$ cat src/rtl/aclint_memory_pkg.sv
// Shared ACLINT constants (package eei): device offsets, decoder window and the byte-merge helper.
package eei;

  localparam int XLEN = 64;

  localparam logic [15:0] ACLINT_MSIP_OFS     = 16'h0000;
  localparam logic [15:0] ACLINT_MTIMECMP_OFS = 16'h4000;
  localparam logic [15:0] ACLINT_MTIME_OFS    = 16'hBFF8;

  // Window the data-memory decoder routes to this device.
  localparam logic [31:0] ACLINT_BASE = 32'h0200_0000;
  localparam logic [31:0] ACLINT_SIZE = 32'h0001_0000;

  typedef enum logic [1:0] {
    SEL_NONE,
    SEL_MSIP,
    SEL_MTIMECMP,
    SEL_MTIME
  } aclint_sel_e;

  function automatic logic [XLEN-1:0] byte_merge(input logic [XLEN-1:0] old_v,
                                                 input logic [XLEN-1:0] wdata,
                                                 input logic [XLEN-1:0] bmask);
    return (wdata & bmask) | (old_v & ~bmask);
  endfunction

endpackage

$ cat src/rtl/aclint_if.sv
// Timer/software-interrupt outputs consumed by the CSR unit (mip.MTIP, mip.MSIP, TIME).
interface aclint_if;
  logic        msip;
  logic        mtip;
  logic [63:0] mtime;

  modport master (output msip, output mtip, output mtime);
  modport slave  (input  msip, input  mtip, input  mtime);
endinterface

$ cat src/rtl/aclint_tick_gen.sv
// Prescaler for mtime: emits a 1-cycle tick every TICK_DIV cycles; clr_i restarts the count.
module aclint_tick_gen #(
  parameter int TICK_DIV = 1
) (
  input  logic clk,
  input  logic rst,
  input  logic clr_i,
  output logic tick_o
);

  localparam int            CW   = (TICK_DIV > 1) ? $clog2(TICK_DIV) : 1;
  localparam logic [CW-1:0] LAST = CW'(TICK_DIV - 1);

  logic [CW-1:0] cnt_q, cnt_d;

  assign tick_o = (cnt_q == LAST);

  always_comb begin
    cnt_d = cnt_q + CW'(1);
    if (clr_i || tick_o) cnt_d = '0;
  end

  always_ff @(posedge clk or negedge rst) begin
    if (!rst) cnt_q <= '0;
    else      cnt_q <= cnt_d;
  end

endmodule

$ cat src/rtl/aclint_memory.sv
// Single-hart ACLINT (MSWI + MTIMER) on the data-memory bus, 1-cycle response.
// Optional prescaled mtime via `define ACLINT_PRESCALER_EN (rate set by TICK_DIV).
module aclint_memory
  import eei::*;
#(
  parameter int ADDR_WIDTH = 16,
  parameter int DATA_WIDTH = 64,
  parameter int TICK_DIV   = 1
) (
  input  logic                    clk,
  input  logic                    rst,
  input  logic                    req_valid,
  output logic                    req_ready,
  input  logic [ADDR_WIDTH-1:0]   req_addr,
  input  logic                    req_wen,
  input  logic [DATA_WIDTH-1:0]   req_wdata,
  input  logic [DATA_WIDTH/8-1:0] req_wmask,
  output logic                    rsp_valid,
  output logic [DATA_WIDTH-1:0]   rsp_rdata,
  aclint_if.master                aclint
);

  localparam logic [ADDR_WIDTH-1:0] MSIP_A     = ADDR_WIDTH'(ACLINT_MSIP_OFS);
  localparam logic [ADDR_WIDTH-1:0] MTIMECMP_A = ADDR_WIDTH'(ACLINT_MTIMECMP_OFS);
  localparam logic [ADDR_WIDTH-1:0] MTIME_A    = ADDR_WIDTH'(ACLINT_MTIME_OFS);

  logic                  msip_q, msip_d;
  logic [63:0]           mtime_q, mtime_d;
  logic [63:0]           mtimecmp_q, mtimecmp_d;
  logic                  rsp_valid_q, rsp_valid_d;
  logic [DATA_WIDTH-1:0] rsp_rdata_q, rsp_rdata_d;

  logic                  acc, mtime_we, tick;
  aclint_sel_e           sel;
  logic [DATA_WIDTH-1:0] bmask_w;
  logic [63:0]           wdata64, bmask64, rd_val;

  // The consumer always sinks the response in its valid cycle, so one accept per cycle is safe.
  assign req_ready = 1'b1;
  assign acc       = req_valid && req_ready;

  // Low address bits are ignored; misalignment is trapped upstream.
  always_comb begin
    sel = SEL_NONE;
    if      (req_addr[ADDR_WIDTH-1:3] == MSIP_A[ADDR_WIDTH-1:3])     sel = SEL_MSIP;
    else if (req_addr[ADDR_WIDTH-1:3] == MTIMECMP_A[ADDR_WIDTH-1:3]) sel = SEL_MTIMECMP;
    else if (req_addr[ADDR_WIDTH-1:3] == MTIME_A[ADDR_WIDTH-1:3])    sel = SEL_MTIME;
  end

  always_comb begin
    bmask_w = '0;
    for (int i = 0; i < DATA_WIDTH/8; i++) bmask_w[i*8 +: 8] = {8{req_wmask[i]}};
  end

  assign wdata64  = 64'(req_wdata);
  assign bmask64  = 64'(bmask_w);
  assign mtime_we = acc && req_wen && (sel == SEL_MTIME);

  always_comb begin
    rd_val = '0;
    case (sel)
      SEL_MSIP:     rd_val = {63'd0, msip_q};
      SEL_MTIMECMP: rd_val = mtimecmp_q;
      SEL_MTIME:    rd_val = mtime_q;
      default:      rd_val = '0;
    endcase
  end

`ifdef ACLINT_PRESCALER_EN
  aclint_tick_gen #(.TICK_DIV(TICK_DIV)) u_tick_gen (
    .clk    (clk),
    .rst    (rst),
    .clr_i  (mtime_we),
    .tick_o (tick)
  );
`else
  localparam int unused_tick_div = TICK_DIV;
  assign tick = 1'b1;
`endif

  // Read data comes from pre-write state; an mtime write overrides that cycle's increment.
  always_comb begin
    msip_d      = msip_q;
    mtimecmp_d  = mtimecmp_q;
    mtime_d     = tick ? mtime_q + 64'd1 : mtime_q;
    rsp_valid_d = acc;
    rsp_rdata_d = acc ? DATA_WIDTH'(rd_val) : rsp_rdata_q;
    if (acc && req_wen) begin
      case (sel)
        SEL_MSIP:     if (bmask64[0]) msip_d = wdata64[0];
        SEL_MTIMECMP: mtimecmp_d = byte_merge(mtimecmp_q, wdata64, bmask64);
        SEL_MTIME:    mtime_d    = byte_merge(mtime_q, wdata64, bmask64);
        default:      ;
      endcase
    end
  end

  always_ff @(posedge clk or negedge rst) begin
    if (!rst) begin
      msip_q      <= 1'b0;
      mtime_q     <= '0;
      mtimecmp_q  <= '1;
      rsp_valid_q <= 1'b0;
      rsp_rdata_q <= '0;
    end else begin
      msip_q      <= msip_d;
      mtime_q     <= mtime_d;
      mtimecmp_q  <= mtimecmp_d;
      rsp_valid_q <= rsp_valid_d;
      rsp_rdata_q <= rsp_rdata_d;
    end
  end

  assign rsp_valid    = rsp_valid_q;
  assign rsp_rdata    = rsp_rdata_q;
  assign aclint.msip  = msip_q;
  assign aclint.mtime = mtime_q;
  assign aclint.mtip  = (mtime_q >= mtimecmp_q);

endmodule
$ cat src/flat_wrapper.sv
// flat-port wrapper written by rule: the top's interface ports become plain ports
module aclint_memory_flat import eei::*;
#(
  parameter int ADDR_WIDTH = 16,
  parameter int DATA_WIDTH = 64,
  parameter int TICK_DIV   = 1
)
  (clk, rst, req_valid, req_ready, req_addr, req_wen, req_wdata, req_wmask, rsp_valid, rsp_rdata, aclint_msip, aclint_mtip, aclint_mtime);
  aclint_if aclint_i ();
  input  logic clk;
  input  logic rst;
  input  logic req_valid;
  output logic req_ready;
  input  logic [ADDR_WIDTH-1:0] req_addr;
  input  logic req_wen;
  input  logic [DATA_WIDTH-1:0] req_wdata;
  input  logic [DATA_WIDTH/8-1:0] req_wmask;
  output logic rsp_valid;
  output logic [DATA_WIDTH-1:0] rsp_rdata;
  output wire logic [$bits(aclint_i.msip)-1:0] aclint_msip;
  output wire logic [$bits(aclint_i.mtip)-1:0] aclint_mtip;
  output wire logic [$bits(aclint_i.mtime)-1:0] aclint_mtime;
  assign aclint_msip = aclint_i.msip;
  assign aclint_mtip = aclint_i.mtip;
  assign aclint_mtime = aclint_i.mtime;
  aclint_memory #(.ADDR_WIDTH(ADDR_WIDTH), .DATA_WIDTH(DATA_WIDTH), .TICK_DIV(TICK_DIV)) u_core (.clk(clk), .rst(rst), .req_valid(req_valid), .req_ready(req_ready), .req_addr(req_addr), .req_wen(req_wen), .req_wdata(req_wdata), .req_wmask(req_wmask), .rsp_valid(rsp_valid), .rsp_rdata(rsp_rdata), .aclint(aclint_i));
endmodule
$ cat config.mk
export PLATFORM = sky130hd
export DESIGN_NAME = aclint_memory_flat
export DESIGN_NICKNAME = d
export VERILOG_FILES = /design/src/rtl/aclint_memory_pkg.sv /design/src/rtl/aclint_if.sv /design/src/rtl/aclint_tick_gen.sv /design/src/rtl/aclint_memory.sv /design/src/flat_wrapper.sv
export SDC_FILE = /design/constraint.sdc
export NUM_CORES = 1
export LEC_CHECK = 0
export BUFFER_PORTS_ARGS = -buffer_cell sky130_fd_sc_hd__buf_2
export CAP_MARGIN = 10
export CELL_PAD_IN_SITES_DETAIL_PLACEMENT = 1
export CELL_PAD_IN_SITES_GLOBAL_PLACEMENT = 2
export CORE_MARGIN = 1.5
export CORE_UTILIZATION = 30
export DETAILED_ROUTE_END_ITERATION = 12
export GPL_TIMING_DRIVEN = 0
export PLACE_DENSITY_LB_ADDON = 0.1
export REMOVE_ABC_BUFFERS = 1
export SYNTH_ARGS = -nofsm -noshare
export SYNTH_HDL_FRONTEND = slang
export SYNTH_SLANG_ARGS = --single-unit
$ cat constraint.sdc
create_clock -name clk -period 6.4 [get_ports clk]
set_input_delay 0.64 -clock clk [delete_from_list [all_inputs] [get_ports clk]]
set_output_delay 0.64 -clock clk [all_outputs]
set_load 0.01 [all_outputs]
==> results of run 1 <==
## path summary, 6_finish.rpt
check	end	slack (ns)	depth (start not counted)
max	aclint_mtip	2.71	9
min	u_core.rsp_rdata[58]$_DFFE_PN0P_	0.17	1
max reg2reg	flop	3.15	7
min reg2reg	u_core.rsp_rdata[43]$_DFFE_PN0P_	0.52	2
max in group asynchronous	u_core.rsp_rdata[24]$_DFFE_PN0P_	5.19	2
min in group clk	flop	0.42	2
## cell usage in the layout (no fill, tap or decap), types with 4 or more instances in the layout
| cell type | count |
|---|---|
| a311oi_1 | 8 |
| mux2_2 | 66 |
| clkinv_2 | 5 |
| nor3_2 | 4 |
| dfstp_2 | 64 |
| nand2_1 | 65 |
| o221a_2 | 15 |
| clkbuf_16 | 17 |
| a21oi_1 | 115 |
| and4_1 | 15 |
| dfrtp_1 | 130 |
| a31oi_1 | 4 |
| and3_1 | 23 |
| buf_6 | 4 |
| nand3_1 | 34 |
| nand4_1 | 33 |
| inv_1 | 72 |
| and2_1 | 10 |
| o211ai_1 | 10 |
| mux2i_1 | 4 |
| o21a_1 | 5 |
| ha_1 | 65 |
| o21ai_0 | 27 |
| bufinv_16 | 4 |
| buf_2 | 217 |
| nor3_1 | 17 |
| a22oi_1 | 66 |
| o22ai_1 | 5 |
| a211oi_1 | 25 |
| nor2_1 | 129 |
| nor4_1 | 10 |
| diode_2 | 4 |
## final cells by class
cell class	instances	area (µm²)	area share (%)
Antenna cell	4	10.0	0.0754
Clock buffer	17	425	3.20
Clock inverter	14	188	1.41
Inverter	72	270	2.03
Multi-Input combinational cell	813	5600	42.1
Sequential cell	194	4930	37.1
Tap cell	468	586	4.41
Timing Repair Buffer	228	1270	9.57
## worst register-to-register path, stage by stage, from the launching register on
cell       delay, ns
dfrtp_1         0.51
ha_1            0.28
nand3_1         0.20
or2_4           0.36
a2111oi_4       0.94
and3_1          0.54
a211oi_1        0.15
a311oi_2        0.20
## cell usage after synthesis (4+ instances only)
library cell	instances
nand4_1	33
o211ai_1	10
nor3_1	17
buf_1	6
o21a_1	5
mux2_2	66
a31oi_1	4
nor4_1	10
a22oi_1	66
nand2_1	66
nor2_1	129
o22ai_1	5
dfrtp_1	130
clkbuf_1	34
and3_1	23
dfstp_2	64
and4_1	15
a311oi_1	8
o21ai_0	27
buf_2	7
o221a_2	15
mux2i_1	4
a21oi_1	115
a211oi_1	25
nor3_2	4
ha_1	65
nand3_1	34
buf_4	6
inv_1	72
and2_1	11
## metal layers
metal | global-route usage (%) | routed length, µm
met2 | 34.0 | 18700
met4 | 6.17 | 675
met5 | 0 | 20
met3 | 2.99 | 1150
met1 | 28.2 | 18500
## report_power, final
part	switching [W]	internal (W)	leakage, nW	total [W]
clock network	0.000526	0.000653	0.303	0.00118
logic	0.000159	0.000103	3.09	0.000262
registers	0.0000608	0.00127	2.28	0.00133
## cells by family after synthesis
kind of cell | synth area share (%)
adders and majority gates | 7.35
and+or+nand+nor | 17.0
muxes | 7.08
AOI/OAI and AO/OA | 19.1
DFF | 44.6
other | 0.0339
buffers and inverters | 4.83
## through the flow
step / setup slack (ns) / cells / TNS (ns) / utilization [%]
after floorplan: 1.53 / 1079 / 0 / -
after global placement: -2.64 / 1766 / -88.61 / 34.3
after detailed placement: 2.47 / 1775 / 0 / 34.7
after CTS: 2.68 / 1806 / 0 / 36.4
after global routing: 2.61 / 1808 / 0 / 36.4
final: 2.71 / 1810 / 0 / 36.5
==> impl_metrics.csv, run 1 <==
group,metric,value,unit
clock_tree,cts_made_buffers,17,
synthesis,synth-seq-cells,194,
detailed_routing,wl,39000,µm
detailed_routing,drtIter0Drc,467,
sta,setup_violations,0,
cells_and_area,fill_cells,4193,
die,std_cell_rows,70,
synthesis,syn_area,11100,µm²
grt,overflow,0,
die,die_area,38000,µm²
setup_path,cp-end-kind,"output port",
sta,fin_crit,3.69,ns
detailed_routing,drc_errors,0,
grt,grt_pass1_vias,10100,
die,start_util,30.4,%
sta,relSlewSlack,30.7,%
power,finalPower,0.00277,W
synthesis,ys_seq_area_share,44.6,%
setup_path,crit_type,"flop to output port",
detailed_routing,vias,9671,
synthesis,yosys.cell_types.count,67,
die,die_h,195,µm
setup_path,cp.arrival,3.05,ns
status,outcome,"finished clean",
clock_tree,cts-resized-gates,0,
clock_tree,cts_root_buf,"clkbuf_16",
clock_tree,cts.clk_slew.worst_paths,0.08,ns
power,p_per_area,209,nW/µm²
clock_tree,post_cts_buffers,0,
detailed_routing,ant_nets,0,
die,io_pins,224,
detailed_routing,avgRoutedWirePerCell,21.5,µm
power,irDropWorstVdd,0.000188,V
sta,hold_viol,0,
cells_and_area,drive_gt1_share,31.8,%
setup_path,required,5.76,ns
clock_tree,htreeDepth,4,
placed_design,gp_congestion,0.778,
setup_path,timing.critical_path.cells,"inv_1 > ha_1 > a211oi_1 > o21ai_0 > a21oi_1 > o211ai_1 > a41o_1 > a211o_1 > buf_2",
synthesis,synth.avg_cell_area,9.75,µm²
setup_path,cp_max_fo,3,
grt,gr-usage-all-layers,20.7,%
synthesis,synthArstFlopShare,100,%
placed_design,io_buffers,219,
hold_path,hp-class,"primary input to async pin",
clock_tree,clk_latency,0.46,ns
detailed_routing,viasPerCell,5.34,
synthesis,synth_edf_count,0,
flow_run,max_cap_violations,0,
synthesis,synthFlopType,"dfrtp_1",
placed_design,dpl.hpwl,28500,µm
clock_tree,cts_hold_buf,0,
sta,slew_viol_final,0,
sta,max_freq,271,MHz
sta,holdWs,0.174,ns
sta,fin_worst_skew,0.0125,ns
setup_path,slowest_delay,0.54,ns
synthesis,yosysTopAreaCellShare,29.4,%
grt,antenna_found_initial,4,
die,core_area,36400,µm²
clock_tree,cts_tree,"done",
setup_path,path_delay_family,"compound AO/OA/AOI/OAI gates",
synthesis,synthTopCellsByArea,"dfrtp_1 (29%), dfstp_2 (15%), ha_1 (7.4%)",
synthesis,syn-instance-count,1135,
sta,rsz0062_at_grt,"no",
grt,grt_max_degree,108,
synthesis,yosys.area.top_type,"dfrtp_1",
setup_path,cp_num_buf_inv,2,
placed_design,place_area,12700,µm²
synthesis,yosys_warnings,0,
cells_and_area,fin_nets,1483,
setup_path,critPathSlowestCell,"dfstp_2",
clock_tree,cts_sinks,194,
clock_tree,clockBufferDepth,2,
sta,period_share,57.7,%
cells_and_area,area_delta_synth_final,20.1,%
detailed_routing,dr.pass1.iters,4,
cells_and_area,stdcell_area,13300,µm²
power,leakage,5.67,nW
sta,worstMarginPinSlew,1.03,ns
die,die_x,195,µm
setup_path,cp-start-kind,"flop",
grt,grt_pass1_wl,60500,µm
Power figures use the tool's default switching activity.
==> run 2: changes to the inputs <==
clock period = 3.13 ns   (was 6.4 ns; I/O delays follow)
==> run 2 against run 1 <==
Effect of this change:
- setup slack lost 2.7 ns
- clock skew down 0.00088 ns
- sequential power increased by 110%
- clock-buffer cell count is the same
==> impl_metrics.csv, run 2 (same netlist as run 1, synthesis figures left out) <==
group,metric,value,unit
detailed_routing,ant_nets,0,
sta,period_share,98.5,%
setup_path,cp_num_buf_inv,2,
setup_path,slowest_delay,0.55,ns
sta,relSlewSlack,34.5,%
placed_design,io_buffers,219,
die,die_h,195,µm
detailed_routing,avgRoutedWirePerCell,21.6,µm
cells_and_area,area_delta_synth_final,21.3,%
detailed_routing,drtIter0Drc,415,
die,start_util,30.4,%
power,leakage,5.71,nW
detailed_routing,vias,9768,
detailed_routing,dr.pass1.iters,4,
sta,worstMarginPinSlew,0.982,ns
clock_tree,clk_latency,0.46,ns
setup_path,required,2.82,ns
setup_path,cp_max_fo,3,
grt,antenna_found_initial,4,
setup_path,crit_type,"flop to output port",
detailed_routing,viasPerCell,5.38,
detailed_routing,wl,39300,µm
grt,grt_max_degree,108,
hold_path,hp-start,"req_wdata[24]",
detailed_routing,drc_errors,0,
cells_and_area,drive_gt1_share,33.5,%
setup_path,timing.critical_path.cells,"inv_2 > ha_4 > a211oi_2 > o21ai_1 > a21oi_2 > o211ai_1 > a41o_2 > a211o_1 > buf_2",
setup_path,cp-end-kind,"output port",
status,outcome,"finished clean",
clock_tree,cts.clk_slew.worst_paths,0.07,ns
flow_run,max_cap_violations,0,
hold_path,holdPathStages,2,
cells_and_area,fin_nets,1487,
setup_path,cp.arrival,2.77,ns
cells_and_area,final_cell_mix,"buf_2 (217), nor2_1 (128), dfrtp_1 (125), a21oi_1 (110), inv_1 (71)",
die,core_area,36400,µm²
setup_path,cp.depth,9,
grt,grt_pass1_wl,60800,µm
grt,overflow,0,
clock_tree,clockBufferDepth,2,
placed_design,gp_congestion,0.778,
setup_path,path_delay_family,"compound AO/OA/AOI/OAI gates",
sta,fin_crit,3.08,ns
sta,holdWs,0.0947,ns
setup_path,reg2reg_depth,7,
sta,rsz0062_at_grt,"yes",
die,die_x,195,µm
placed_design,dpl.hpwl,28500,µm
setup_path,cp-start-kind,"flop",
power,irDropWorstVdd,0.000387,V
detailed_routing,wl_met1,18600,µm
clock_tree,cts_root_buf,"clkbuf_16",
detailed_routing,met3_length,1200,µm
power,finalPower,0.00571,W
power,p_per_area,425,nW/µm²
grt,gr-usage-all-layers,20.8,%
sta,slew_viol_final,0,
clock_tree,cts_tree,"done",
setup_path,critPathSlowestCell,"dfstp_2",
die,std_cell_rows,70,
sta,max_freq,324,MHz
die,io_pins,224,
sta,fin_worst_skew,0.0116,ns
sta,hold_viol,0,
hold_path,hp-class,"primary input to flop",
sta,finalSetupTns,0,ns
sta,setup_violations,0,
clock_tree,cts_sinks,194,
grt,grt_pass1_vias,10100,
setup_path,r2r_slack,0.21,ns
clock_tree,cts_made_buffers,17,
die,die_area,38000,µm²
cells_and_area,final_common_cell,"buf_2",
detailed_routing,maxUsedRoutingLayer,"met5",
detailed_routing,wl_met2,18800,µm
clock_tree,htreeDepth,4,
## run 2: repair_timing
item,in CTS,in global routing
setup endpoints to repair,5,67
endpoints found under the hold margin,59,0
pin swaps,6,6
gates resized for setup,15,10
hold buffers,1,0
buffers inserted,1,2
gates cloned,0,0
## run 2: routing by layer
layer  global-route usage (%)  vias to the layer above
li1                         -                     4616
met1                     28.3                     4941
met2                     34.2                      170
met3                     2.99                       37
met4                     6.17                        4
met5                        0                        -
## run 2: worst max-delay path by stage
| stage | endpoint | slack [ns] |
|---|---|---|
| floorplan | flop | -1.41 |
| global placement | flop | -5.58 |
| detailed placement | flop | -0.47 |
| CTS | aclint_mtip | -0.04 |
| global route | aclint_mtip | -0.04 |
| finish | aclint_mtip | 0.05 |
## run 2: where the power goes
group,leakage (nW),switching [W],internal [W],total (W)
Clock,0.303,0.00108,0.00133,0.00241
Combinational,3.13,0.000339,0.000227,0.000565
Sequential,2.27,0.000127,0.00261,0.00273
## run 2: area by class of cell
cell class	count	area, µm²
fill	4181	23000
antenna	4	10.0
clock buffer	17	425
tap	468	586
sequential	194	4940
timing repair buffer	232	1300
multi-input combinational	813	5690
inverter	72	270
clock inverter	14	188
## run 2: metrics by stage
stage | setup slack, ns | area, µm² | util (%) | std cells
floorplan | -1.41 | 10800 | - | 1079
global placement | -5.58 | 12500 | 34.3 | 1766
detailed placement | -0.471 | 12700 | 34.7 | 1775
CTS | -0.0389 | 13300 | 36.6 | 1808
global route | -0.0411 | 13400 | 36.8 | 1812
finish | 0.0469 | 13400 | 36.8 | 1814
## run 2: worst reg2reg max path, delay by kind of cell (launching register included)
| family | cells | cell delay (ns) |
|---|---|---|
| adders and majority gates | 1 | 0.28 |
| DFF | 1 | 0.51 |
| AOI/OAI and AO/OA | 1 | 0.15 |
| and+or+nand+nor | 5 | 1.88 |
